<file path="src/rtl/apb_cfg_slave_if.sv">
// APB bus bundle between the host-side initiator and the configuration completer.
// The initiator drives address/control/write data; the completer returns read data and ready.
interface apb_cfg_slave_if #(
    parameter int REG_ADDRWIDTH = 8,
    parameter int REG_DATAWIDTH = 32
);
    logic [REG_ADDRWIDTH-1:0] PADDR;
    logic                     PWRITE;
    logic                     PSEL;
    logic                     PENABLE;
    logic [REG_DATAWIDTH-1:0] PWDATA;
    logic [REG_DATAWIDTH-1:0] PRDATA;
    logic                     PREADY;

    modport master (
        output PADDR, PWRITE, PSEL, PENABLE, PWDATA,
        input  PRDATA, PREADY
    );

    modport slave (
        input  PADDR, PWRITE, PSEL, PENABLE, PWDATA,
        output PRDATA, PREADY
    );
endinterface

</file>
<file path="src/rtl/apb_cfg_slave.sv">
// Zero-wait-state APB completer for the matmul accelerator: configuration, start strobe,
// sticky status, interrupt and a busy-cycle counter.
module apb_cfg_slave #(
    parameter int REG_ADDRWIDTH = 8,
    parameter int REG_DATAWIDTH = 32,
    parameter int AWIDTH        = 10
) (
    input  logic              clk,
    input  logic              resetn,
    apb_cfg_slave_if.slave    apb,
    output logic              start_o,
    output logic              accum_en_o,
    output logic [AWIDTH-1:0] addr_a_o,
    output logic [AWIDTH-1:0] addr_b_o,
    output logic [AWIDTH-1:0] addr_c_o,
    output logic [7:0]        dim_m_o,
    output logic [7:0]        dim_n_o,
    output logic [7:0]        dim_k_o,
    input  logic              done_i,
    output logic              irq_o
);
    localparam logic [REG_ADDRWIDTH-1:0] OFF_CTRL   = REG_ADDRWIDTH'('h00);
    localparam logic [REG_ADDRWIDTH-1:0] OFF_STATUS = REG_ADDRWIDTH'('h04);
    localparam logic [REG_ADDRWIDTH-1:0] OFF_ADDR_A = REG_ADDRWIDTH'('h08);
    localparam logic [REG_ADDRWIDTH-1:0] OFF_ADDR_B = REG_ADDRWIDTH'('h0C);
    localparam logic [REG_ADDRWIDTH-1:0] OFF_ADDR_C = REG_ADDRWIDTH'('h10);
    localparam logic [REG_ADDRWIDTH-1:0] OFF_DIMS   = REG_ADDRWIDTH'('h14);
    localparam logic [REG_ADDRWIDTH-1:0] OFF_CYCLES = REG_ADDRWIDTH'('h18);

    typedef enum logic [1:0] {ST_IDLE, ST_SETUP, ST_ACCESS} state_t;

    state_t                   r_state;
    logic                     r_pready;
    logic [REG_DATAWIDTH-1:0] r_prdata;
    logic                     r_accum;
    logic                     r_ie;
    logic                     r_busy;
    logic                     r_done;
    logic                     r_ign;
    logic                     r_start;
    logic [REG_DATAWIDTH-1:0] r_cycles;
    logic [23:0]              r_dims;

    logic                     w_setup;
    logic                     w_commit;
    logic                     w_wr_ctrl;
    logic                     w_wr_status;
    logic                     w_start_accept;
    logic                     w_start_ign;
    logic [REG_DATAWIDTH-1:0] w_rdata;
    logic                     w_unused_bits;

    // A setup phase is only recognised outside SETUP; PSEL&PENABLE seen in IDLE is dropped.
    assign w_setup  = apb.PSEL & ~apb.PENABLE & (r_state != ST_SETUP);
    assign w_commit = (r_state == ST_SETUP) & apb.PSEL & apb.PENABLE & r_pready & apb.PWRITE;

    assign w_wr_ctrl      = w_commit & (apb.PADDR == OFF_CTRL);
    assign w_wr_status    = w_commit & (apb.PADDR == OFF_STATUS);
    assign w_start_accept = w_wr_ctrl & apb.PWDATA[0] & ~r_busy;
    assign w_start_ign    = w_wr_ctrl & apb.PWDATA[0] & r_busy;
    assign w_unused_bits  = ^apb.PWDATA[REG_DATAWIDTH-1:24];

    always_ff @(posedge clk) begin
        if (!resetn) begin
            r_state  <= ST_IDLE;
            r_pready <= 1'b0;
            r_prdata <= '0;
        end else begin
            case (r_state)
                ST_IDLE, ST_ACCESS: begin
                    if (w_setup) begin
                        r_state  <= ST_SETUP;
                        r_pready <= 1'b1;
                        if (!apb.PWRITE) begin
                            r_prdata <= w_rdata;
                        end
                    end else begin
                        r_state  <= ST_IDLE;
                        r_pready <= 1'b0;
                    end
                end
                ST_SETUP: begin
                    r_state  <= ST_ACCESS;
                    r_pready <= 1'b0;
                end
                default: begin
                    r_state  <= ST_IDLE;
                    r_pready <= 1'b0;
                end
            endcase
        end
    end

    // Set events win over W1C clears, and an accepted start wins over a coincident done.
    always_ff @(posedge clk) begin
        if (!resetn) begin
            r_accum  <= 1'b0;
            r_ie     <= 1'b0;
            r_busy   <= 1'b0;
            r_done   <= 1'b0;
            r_ign    <= 1'b0;
            r_start  <= 1'b0;
            r_cycles <= '0;
            r_dims   <= '0;
        end else begin
            if (w_wr_ctrl) begin
                r_accum <= apb.PWDATA[1];
                r_ie    <= apb.PWDATA[2];
            end
            if (w_commit && (apb.PADDR == OFF_DIMS)) begin
                r_dims <= apb.PWDATA[23:0];
            end
            r_busy  <= w_start_accept | (r_busy & ~done_i);
            r_done  <= done_i | (r_done & ~(w_wr_status & apb.PWDATA[1]));
            r_ign   <= w_start_ign | (r_ign & ~(w_wr_status & apb.PWDATA[2]));
            r_start <= w_start_accept;
            if (w_start_accept) begin
                r_cycles <= '0;
            end else if (r_busy && (r_cycles != {REG_DATAWIDTH{1'b1}})) begin
                r_cycles <= r_cycles + 1'b1;
            end
        end
    end

    genvar gi;
    generate
        for (gi = 0; gi < 3; gi++) begin : g_addr
            localparam logic [REG_ADDRWIDTH-1:0] OFF = REG_ADDRWIDTH'(8 + 4 * gi);
            logic [AWIDTH-1:0] r_val;
            always_ff @(posedge clk) begin
                if (!resetn) begin
                    r_val <= '0;
                end else if (w_commit && (apb.PADDR == OFF)) begin
                    r_val <= apb.PWDATA[AWIDTH-1:0];
                end
            end
        end
    endgenerate

    always_comb begin
        w_rdata = '0;
        case (apb.PADDR)
            OFF_CTRL:   w_rdata[2:0]        = {r_ie, r_accum, 1'b0};
            OFF_STATUS: w_rdata[2:0]        = {r_ign, r_done, r_busy};
            OFF_ADDR_A: w_rdata[AWIDTH-1:0] = g_addr[0].r_val;
            OFF_ADDR_B: w_rdata[AWIDTH-1:0] = g_addr[1].r_val;
            OFF_ADDR_C: w_rdata[AWIDTH-1:0] = g_addr[2].r_val;
            OFF_DIMS:   w_rdata[23:0]       = r_dims;
            OFF_CYCLES: w_rdata             = r_cycles;
            default:    w_rdata             = '0;
        endcase
    end

    assign apb.PREADY = r_pready;
    assign apb.PRDATA = r_prdata;
    assign start_o    = r_start;
    assign accum_en_o = r_accum;
    assign addr_a_o   = g_addr[0].r_val;
    assign addr_b_o   = g_addr[1].r_val;
    assign addr_c_o   = g_addr[2].r_val;
    assign dim_m_o    = r_dims[7:0];
    assign dim_n_o    = r_dims[15:8];
    assign dim_k_o    = r_dims[23:16];
    assign irq_o      = r_done & r_ie;
endmodule

</file>
<file path="src/flat_wrapper.sv">
// flat-port wrapper written by rule: the top's interface ports become plain ports
module apb_cfg_slave_flat 
#(
    parameter int REG_ADDRWIDTH = 8,
    parameter int REG_DATAWIDTH = 32,
    parameter int AWIDTH        = 10
)
  (clk, resetn, start_o, accum_en_o, addr_a_o, addr_b_o, addr_c_o, dim_m_o, dim_n_o, dim_k_o, done_i, irq_o, apb_PADDR, apb_PWRITE, apb_PSEL, apb_PENABLE, apb_PWDATA, apb_PRDATA, apb_PREADY);
  apb_cfg_slave_if #(.REG_ADDRWIDTH(REG_ADDRWIDTH), .REG_DATAWIDTH(REG_DATAWIDTH)) apb_i ();
  input  logic clk;
  input  logic resetn;
  output logic start_o;
  output logic accum_en_o;
  output logic [AWIDTH-1:0] addr_a_o;
  output logic [AWIDTH-1:0] addr_b_o;
  output logic [AWIDTH-1:0] addr_c_o;
  output logic [7:0] dim_m_o;
  output logic [7:0] dim_n_o;
  output logic [7:0] dim_k_o;
  input  logic done_i;
  output logic irq_o;
  input wire logic [$bits(apb_i.PADDR)-1:0] apb_PADDR;
  input wire logic [$bits(apb_i.PWRITE)-1:0] apb_PWRITE;
  input wire logic [$bits(apb_i.PSEL)-1:0] apb_PSEL;
  input wire logic [$bits(apb_i.PENABLE)-1:0] apb_PENABLE;
  input wire logic [$bits(apb_i.PWDATA)-1:0] apb_PWDATA;
  output wire logic [$bits(apb_i.PRDATA)-1:0] apb_PRDATA;
  output wire logic [$bits(apb_i.PREADY)-1:0] apb_PREADY;
  assign apb_i.PADDR = apb_PADDR;
  assign apb_i.PWRITE = apb_PWRITE;
  assign apb_i.PSEL = apb_PSEL;
  assign apb_i.PENABLE = apb_PENABLE;
  assign apb_i.PWDATA = apb_PWDATA;
  assign apb_PRDATA = apb_i.PRDATA;
  assign apb_PREADY = apb_i.PREADY;
  apb_cfg_slave #(.REG_ADDRWIDTH(REG_ADDRWIDTH), .REG_DATAWIDTH(REG_DATAWIDTH), .AWIDTH(AWIDTH)) u_core (.clk(clk), .resetn(resetn), .apb(apb_i), .start_o(start_o), .accum_en_o(accum_en_o), .addr_a_o(addr_a_o), .addr_b_o(addr_b_o), .addr_c_o(addr_c_o), .dim_m_o(dim_m_o), .dim_n_o(dim_n_o), .dim_k_o(dim_k_o), .done_i(done_i), .irq_o(irq_o));
endmodule
</file>
<file path="config.mk">
export PLATFORM = sky130hd
export DESIGN_NAME = apb_cfg_slave_flat
export DESIGN_NICKNAME = d
export VERILOG_FILES = /design/src/rtl/apb_cfg_slave_if.sv /design/src/rtl/apb_cfg_slave.sv /design/src/flat_wrapper.sv
export SDC_FILE = /design/constraint.sdc
export NUM_CORES = 1
export LEC_CHECK = 0
export ABC_AREA = 1
export CAP_MARGIN = 40
export CORE_ASPECT_RATIO = 1.1
export CORE_UTILIZATION = 46
export CTS_CLUSTER_DIAMETER = 120
export DETAILED_ROUTE_END_ITERATION = 7
export GPL_TIMING_DRIVEN = 0
export PLACE_DENSITY = 0.77
export SYNTH_ARGS = -nofsm -noshare
export SYNTH_HDL_FRONTEND = slang
export SYNTH_SLANG_ARGS = --single-unit
</file>
<file path="constraint.sdc">
create_clock -name clk -period 1.5 [get_ports clk]
set_input_delay 0.3 -clock clk [delete_from_list [all_inputs] [get_ports clk]]
set_output_delay 0.3 -clock clk [all_outputs]
set_load 0.1 [all_outputs]
</file>
==> impl_metrics.ini, run 1 <==
[global_route]
track_usage_pct = 70.7
grt_max_degree = 17
globalRoute.totalOverflow = 2

[floorplan]
initial_core_util_pct = 48.0
i_o_pins = 136
rows = 43
die-width_um = 112
chipHeight_um = 123

[cts]
cts-hold-fix-buffers = 0
clock_tree.htree_level_count = 4
cts-buffers-inserted = 17
cts.sink_count = 127
cts-root-to-sink-buffers = 2
cts-root-buf = clkbuf_16

[synthesis]
synth_sequential_area_ratio_pct = 41.4
synth_cell_types = 33
synth.cell_area_mm2 = 0.00615
synth.ff_latch_count = 127
post_synth_inst_count = 895
syn-mean-instance-area_um2 = 6.87
syn_nets = 942
yosys_warnings = 0

[outcome]
stopped_at = global routing
outcome = aborted with a tool error
error = [ERROR GRT-0232] Routing congestion too high. Check the congestion heatmap in the GUI.

[placement]
dp_cells = 1269
io_buffer_count = 127
postPlaceCellArea_mm2 = 0.00905
finalWeightedCongestion = 0.933
detailed_place_hpwl_um = 17600

[sta]
worst_endpoint_kind = register input
worstEndpointGrtRepair = u_core.addr_a_o[2]$_SDFFE_PN0P_/D
-- through the flow --
step	setup WS [ns]	hold slack, ns	utilization, %
after floorplan	-0.0948	0.369	-
after global placement	-0.796	0.429	59.8
after detailed placement	-0.820	0.435	70.7
after CTS	-0.0964	0.293	83.9
-- synth_stat cells (all sizes together) --
| library cell | count | area, um^2 |
|---|---|---|
| o21ai | 83 | 415 |
| a31oi | 3 | 18.8 |
| nor4 | 2 | 12.5 |
| nand3 | 62 | 335 |
| nand4 | 2 | 27.5 |
| ha | 1 | 12.5 |
| dfxtp | 127 | 2540 |
| nor3b | 2 | 15.0 |
| clkbuf | 15 | 56.3 |
| xor2 | 11 | 96.3 |
| o221ai | 6 | 52.6 |
| o22ai | 7 | 43.8 |
| and2 | 1 | 6.26 |
| nand2 | 217 | 858 |
| xnor2 | 1 | 8.76 |
| nor3 | 8 | 40.0 |
| inv | 81 | 304 |
| a21oi | 71 | 355 |
| buf | 26 | 151 |
| o211ai | 7 | 52.6 |
| nor2 | 154 | 683 |
| nand3b | 8 | 60.1 |
-- per-layer routing --
metal / GRT usage (%) / GRT overflow
met3: 54.7 / 0
met1: 69.1 / 0
met5: 4.07 / 0
met4: 75.3 / 2
met2: 90.3 / 0
-- kinds of logic after synthesis --
kind of cell / after synthesis / synth area share [%]
buffers and inverters: 122 / 8.32
xor gates and xnor gates: 12 / 1.71
adders and majority gates: 1 / 0.203
and+or+nand+nor: 456 / 33.2
AOI/OAI and AO/OA: 177 / 15.3
DFF: 127 / 41.4
-- what timing repair did --
item / in CTS
setup endpoints to repair: 210
pin swaps: 48
setup buffers: 54
cloned: 5
resized for setup: 429
==> inputs of run 2 (changes only) <==
Settings changed: CORE_ASPECT_RATIO 1.1 to default, CORE_UTILIZATION 46 to 40, CTS_CLUSTER_DIAMETER 120 to default, PLACE_DENSITY 0.77 to default, PLACE_DENSITY_LB_ADDON from default to 0.15.
Clock period 1.5 ns to 1.95 ns, I/O delays scaled along.
==> impl_metrics.ini, run 2 <==
[power_and_ir_drop]
vdd_ir_drop_max_mv = 0.622
totalPowerFinal_mw = 6.48
total_leakage_power_nw = 4.04
power.density_mw_per_mm2 = 660

[synthesis]
async_reset_ff_share_pct = 0
synth_top_area_cell = dfxtp_1
synth_top_area_share_pct = 41.4
syn-mean-instance-area_um2 = 6.87
ys_dominant_reg_cell = dfxtp_1
synth_most_common_cell = nand2_1
synth.cell_area_mm2 = 0.00615
post_synth_inst_count = 895
yosys_warnings = 0
synth_enable_flop_cells = 0
syn_nets = 942
synth_cell_types = 33
top_cells_by_area_synth = dfxtp_1, nand2_1, nor2_1
synth_sequential_area_ratio_pct = 41.4
netlist_top_cells_count = nand2_1, nor2_1, dfxtp_1
synth.ff_latch_count = 127

[placement]
detailed_place_hpwl_um = 16300
io_buffer_count = 127
finalWeightedCongestion = 0.914

[sta]
timing.clock.skew_ns = 0.00454
max_freq_mhz = 517
finalCriticalPeriod_ns = 1.94
timing.final.hold_violations = 0
fin_hold_ws_ns = 0.445
final_max_slew_viol_count = 0
final-setup-viol-count = 0
worst_tran_pin_value_ns = 0.598
final.period_utilization_pct = 99.3
worst_slew_margin_rel_pct = 60.1

[cells_and_area]
area.growth.synth_to_final_pct = 59.5
finish.utilization_pct = 66.5
layout_commonest_cell = nand2_1
number_of_fillers_in_the_final_layout = 1205
n_antenna_cell = 0
layout_common_cells = nand2_1, nor2_1, dfxtp_1, clkdlybuf4s50_1, o21ai_0
nNetsFinal = 1172
final_layout_size_suffix_gt1_share_pct = 19.0

[routing]
drt-wirelength-per-cell_um = 16.3
drc = 0
drt_first_iter_violations = 472
detailroute.via_count = 6825
detail-route-antenna-nets = 0
vias_per_cell = 5.16
drtPass1Iterations = 5
wire_length_after_detailed_routing_um = 21500

[critical_path]
worst_ep_required_time_ns = 1.56
r2r_end = u_core.r_cycles[15]
path_class = flip-flop to output port
crit_slowest_cell = clkdlybuf4s50_1
path_delay_family = buffers and inverters
r2r-start = u_core.r_cycles[1]
critical_path.startpoint_type = flip-flop
setup.worst_path.end_class = output port
setup_slack_reg_to_reg_ns = 0.15
critical_path.cell_chain = clkdlybuf4s50_1 -> buf_8
timing.critical_path.arrival_ns = 1.55
crit_fanout = 3
critPathMaxStageDelay_ns = 0.55
timing.critical_path.buf_inv = 2
timing.reg2reg.worst_path_depth = 11

[global_route]
track_usage_pct = 27.7
grt_first_pass_wirelength_um = 34400
grt_max_degree = 17
grt_antenna_before_repair = 0
via_count_of_the_first_global_routing_pass = 6568
globalRoute.totalOverflow = 0

[cts]
cts-hold-fix-buffers = 0
cts-buffers-inserted = 17
path_clk_slew_ns = 0.06
cts.sink_count = 127
clk-insertion-delay-late_ns = 0.42
cts-root-to-sink-buffers = 2
clock_tree.htree_level_count = 4
tritoncts = built
cts-root-buf = clkbuf_16

[floorplan]
die-width_um = 126
dieArea_mm2 = 0.0159
initial_core_util_pct = 41.7
i_o_pins = 136
core_area_mm2 = 0.0148
chipHeight_um = 126
rows = 44

[min_path]
whs_endpoint = u_core.r_state[1]
hold_path.startpoint = u_core.r_state[1]
holdPathStages = 1
worst_hold_class = flip-flop to flip-flop

[job]
cap_viol_max_count = 0

[outcome]
outcome = finished clean
-- run 2: worst max path at each step --
stage,endpoint,slack [ns],startpoint,cells after the start
after global placement,u_core.apb.PRDATA[0],-0.49,apb_PSEL,9
after global routing,dim_k_o[2],-0.03,u_core.r_dims[18],2
final,dim_k_o[2],0.01,u_core.r_dims[18],2
after detailed placement,u_core.apb.PRDATA[22],-0.50,apb_PSEL,9
after floorplan,u_core.addr_c_o[7],0.19,u_core.apb.PREADY,8
after CTS,dim_m_o[2],0.0003,u_core.r_dims[2],2
-- run 2: what timing repair did --
| action | in CTS | in global routing |
|---|---|---|
| pin swaps | 0 | 6 |
| endpoints found under the setup margin | 22 | 117 |
| setup buffers | 0 | 10 |
| resized for setup | 19 | 51 |
-- run 2: layout make-up --
cell class	count	area [um^2]	area share, %
well taps	184	230	2.35
flip-flops and latches	127	2550	26.0
plain buffers	41	229	2.33
clock inverters	15	163	1.66
clock buffers	17	425	4.34
inverters	81	304	3.10
multi-input cells	646	3130	31.9
repair buffers	211	2780	28.3
-- run 2: worst register-to-register path, delay by kind of cell, from the launching register on --
family | cells | cell delay, ns
AND/OR/NAND/NOR | 6 | 0.70
adder cells (fa/ha/maj) | 1 | 0.19
flip-flops | 1 | 0.42
buffers and inverters | 3 | 0.32
AO/OA/AOI/OAI | 1 | 0.06
-- run 2: kinds of logic after synthesis --
kind of cell,share of synthesized area [%]
buf+inv,8.32
flops,41.4
simple gates,33.2
xor+xnor,1.71
compound gates,15.3
fa+ha+maj,0.203
-- run 2: layer usage --
layer | track usage, % | wire length [um] | part of all wire, %
met5 | 0 | 0 | 0
met4 | 10.3 | 465 | 2.2
met3 | 4.46 | 1280 | 5.9
met2 | 44.7 | 10200 | 47
met1 | 37.2 | 9590 | 45
-- run 2: metrics by stage --
| stage | cell area, um^2 | instances | setup WS, ns | TNS [ns] |
|---|---|---|---|---|
| detailed placement | 9090 | 1296 | -0.496 | -40.12 |
| floorplan | 6150 | 895 | 0.195 | 0 |
| finish | 9810 | 1322 | 0.0146 | 0 |
| CTS | 9670 | 1323 | 0.000267 | 0 |
| global route | 9810 | 1322 | -0.0329 | -0.0809 |
| global placement | 7650 | 1206 | -0.489 | -37.31 |
-- run 2: report_power, final --
group	leakage (nW)	total, mW	switching (mW)	internal, mW
logic	2.74	0.675	0.417	0.259
clock network	0.280	3.15	1.26	1.89
registers	1.03	2.65	0.0192	2.63
total	4.04	6.48	1.70	4.78
(Power assumes the default switching activity.)
==> inputs of run 3 (changes only) <==
Settings changed: GPL_TIMING_DRIVEN 0 to default.
==> impl_metrics.ini, run 3 (same netlist as run 2, synthesis figures left out) <==
[sta]
post-route-worst-setup-slack_ns = 0.210
timing.final.hold_violations = 0
worst_tran_pin_value_ns = 0.417
fin_hold_ws_ns = 0.325
final.period_utilization_pct = 89.2
max_freq_mhz = 575
unrepaired_setup_endpoints_after_global_routing = false
finalCriticalPeriod_ns = 1.74
final-setup-viol-count = 0
worst_slew_margin_rel_pct = 72.2
final_max_slew_viol_count = 0
timing.clock.skew_ns = 0.00818

[global_route]
met3_usage_pct = 5.56
track_usage_pct = 23.5
grt_first_pass_wirelength_um = 29500
globalRoute.busiestLayer = met2
grt_antenna_before_repair = 0
gr-usage-met2_pct = 36.2
via_count_of_the_first_global_routing_pass = 5897
groute.layer.met1.usage_pct = 32.2
globalRoute.totalOverflow = 0
grt_max_degree = 77

[min_path]
worst_hold_class = input port to flip-flop

[cells_and_area]
nNetsFinal = 1109
finish.utilization_pct = 57.5
final_layout_size_suffix_gt1_share_pct = 21.3
layout_common_cells = nand2_1, buf_4, nor2_1, dfxtp_1, o21ai_0
n_antenna_cell = 0
layout_commonest_cell = nand2_1
area.growth.synth_to_final_pct = 38.0
fin_area_mm2 = 0.00849

[power_and_ir_drop]
p_sw_mw = 1.55
clock_power_share_pct = 53.2
p_int_mw = 5.25
total_leakage_power_nw = 3.55
vdd_ir_drop_max_mv = 0.619
totalPowerFinal_mw = 6.81
sw_frac_of_total_pct = 22.8
power.density_mw_per_mm2 = 802
power_frac_comb_pct = 7.9
power.share.sequential_pct = 38.9

[placement]
postPlaceCellArea_mm2 = 0.00782
detailedPlace.worstSlack_ns = -0.225
io_buffer_count = 127
detailed_place_hpwl_um = 13300
finalWeightedCongestion = 0.908

[cts]
cts-root-to-sink-buffers = 2
tritoncts = built
cts.sink_count = 127
postCtsSetupRepairBufs = 0
cts_resized = 0
cts-buffers-inserted = 17
path_clk_slew_ns = 0.06
cts-hold-fix-buffers = 0
cts-root-buf = clkbuf_16
clk-insertion-delay-late_ns = 0.42
clock_tree.htree_level_count = 4

[floorplan]
core_area_mm2 = 0.0148
i_o_pins = 136
dieArea_mm2 = 0.0159
rows = 44
die-width_um = 126
chipHeight_um = 126
initial_core_util_pct = 41.7

[job]
cap_viol_max_count = 0

[critical_path]
path_class = input port to flip-flop
worst_ep_required_time_ns = 2.25
timing.critical_path.arrival_ns = 2.04
setup.worst_path.end_class = flip-flop
crit_fanout = 11
critical_path.startpoint_type = input port

[routing]
wire_length_after_detailed_routing_um = 18000
vias_per_cell = 4.99
detailroute.via_count = 6286
drt_first_iter_violations = 415
drt-wirelength-per-cell_um = 14.3
drtPass1Iterations = 8
detail-route-antenna-nets = 0
drc = 0

[outcome]
outcome = finished clean
-- run 3: routing by layer --
metal	up-vias	routed length, um	part of all wire (%)
met3	22	1060	5.9
met5	-	0	0
met4	0	289	1.6
li1	3230	-	-
met2	175	7990	44
met1	2859	8700	48
-- run 3: final timing paths --
path | from | endpoint | slack (ns) | cells after the start
setup / recovery | apb_PADDR[2] | u_core.addr_a_o[4] | 0.21 | 10
hold / removal | resetn | u_core.apb.PRDATA[27] | 0.33 | 3
setup reg to reg | u_core.r_cycles[1] | u_core.r_cycles[28] | 0.23 | 10
hold reg to reg | u_core.r_state[1] | u_core.r_state[1] | 0.44 | 1
-- run 3: per-stage QoR --
step                      TNS [ns]  instances
after floorplan                  0        895
after global placement       -8.99       1227
after detailed placement    -11.55       1227
after CTS                        0       1259
after global routing             0       1259
final                            0       1259
-- run 3: power groups by stage --
stage                     registers [mW]  clock network (mW)  logic, mW
after detailed placement            2.70                   0      0.538
after global routing                2.65                3.77      0.570
after CTS                           2.65                3.66      0.540
after floorplan                     2.91                   0      0.128
final                               2.65                3.62      0.538
after global placement              2.70                   0      0.537
-- run 3: critical path, stage by stage --
cell and delay, ns:
clkdlybuf4s50_1 0.44, inv_1 0.08, nand2_1 0.05, nor2_1 0.27, buf_4 0.18, nand2_1 0.10, nor2_4 0.13, inv_1 0.16
o21ai_0 0.19, a21oi_1 0.06
-- run 3: area by class of cell --
type / instances / area (um^2)
clock buffers: 21 / 460
well taps: 184 / 230
inverters: 81 / 304
flip-flops and latches: 127 / 2540
fillers: 1452 / 6270
clock inverters: 11 / 210
multi-input cells: 646 / 3090
repair buffers: 189 / 1640
==> inputs of run 4 (changes only) <==
Settings changed: CTS_CLUSTER_DIAMETER from default to 150.
==> results of run 4 <==
Same layout as run 3: the final DEF is identical, and so are final timing and power.
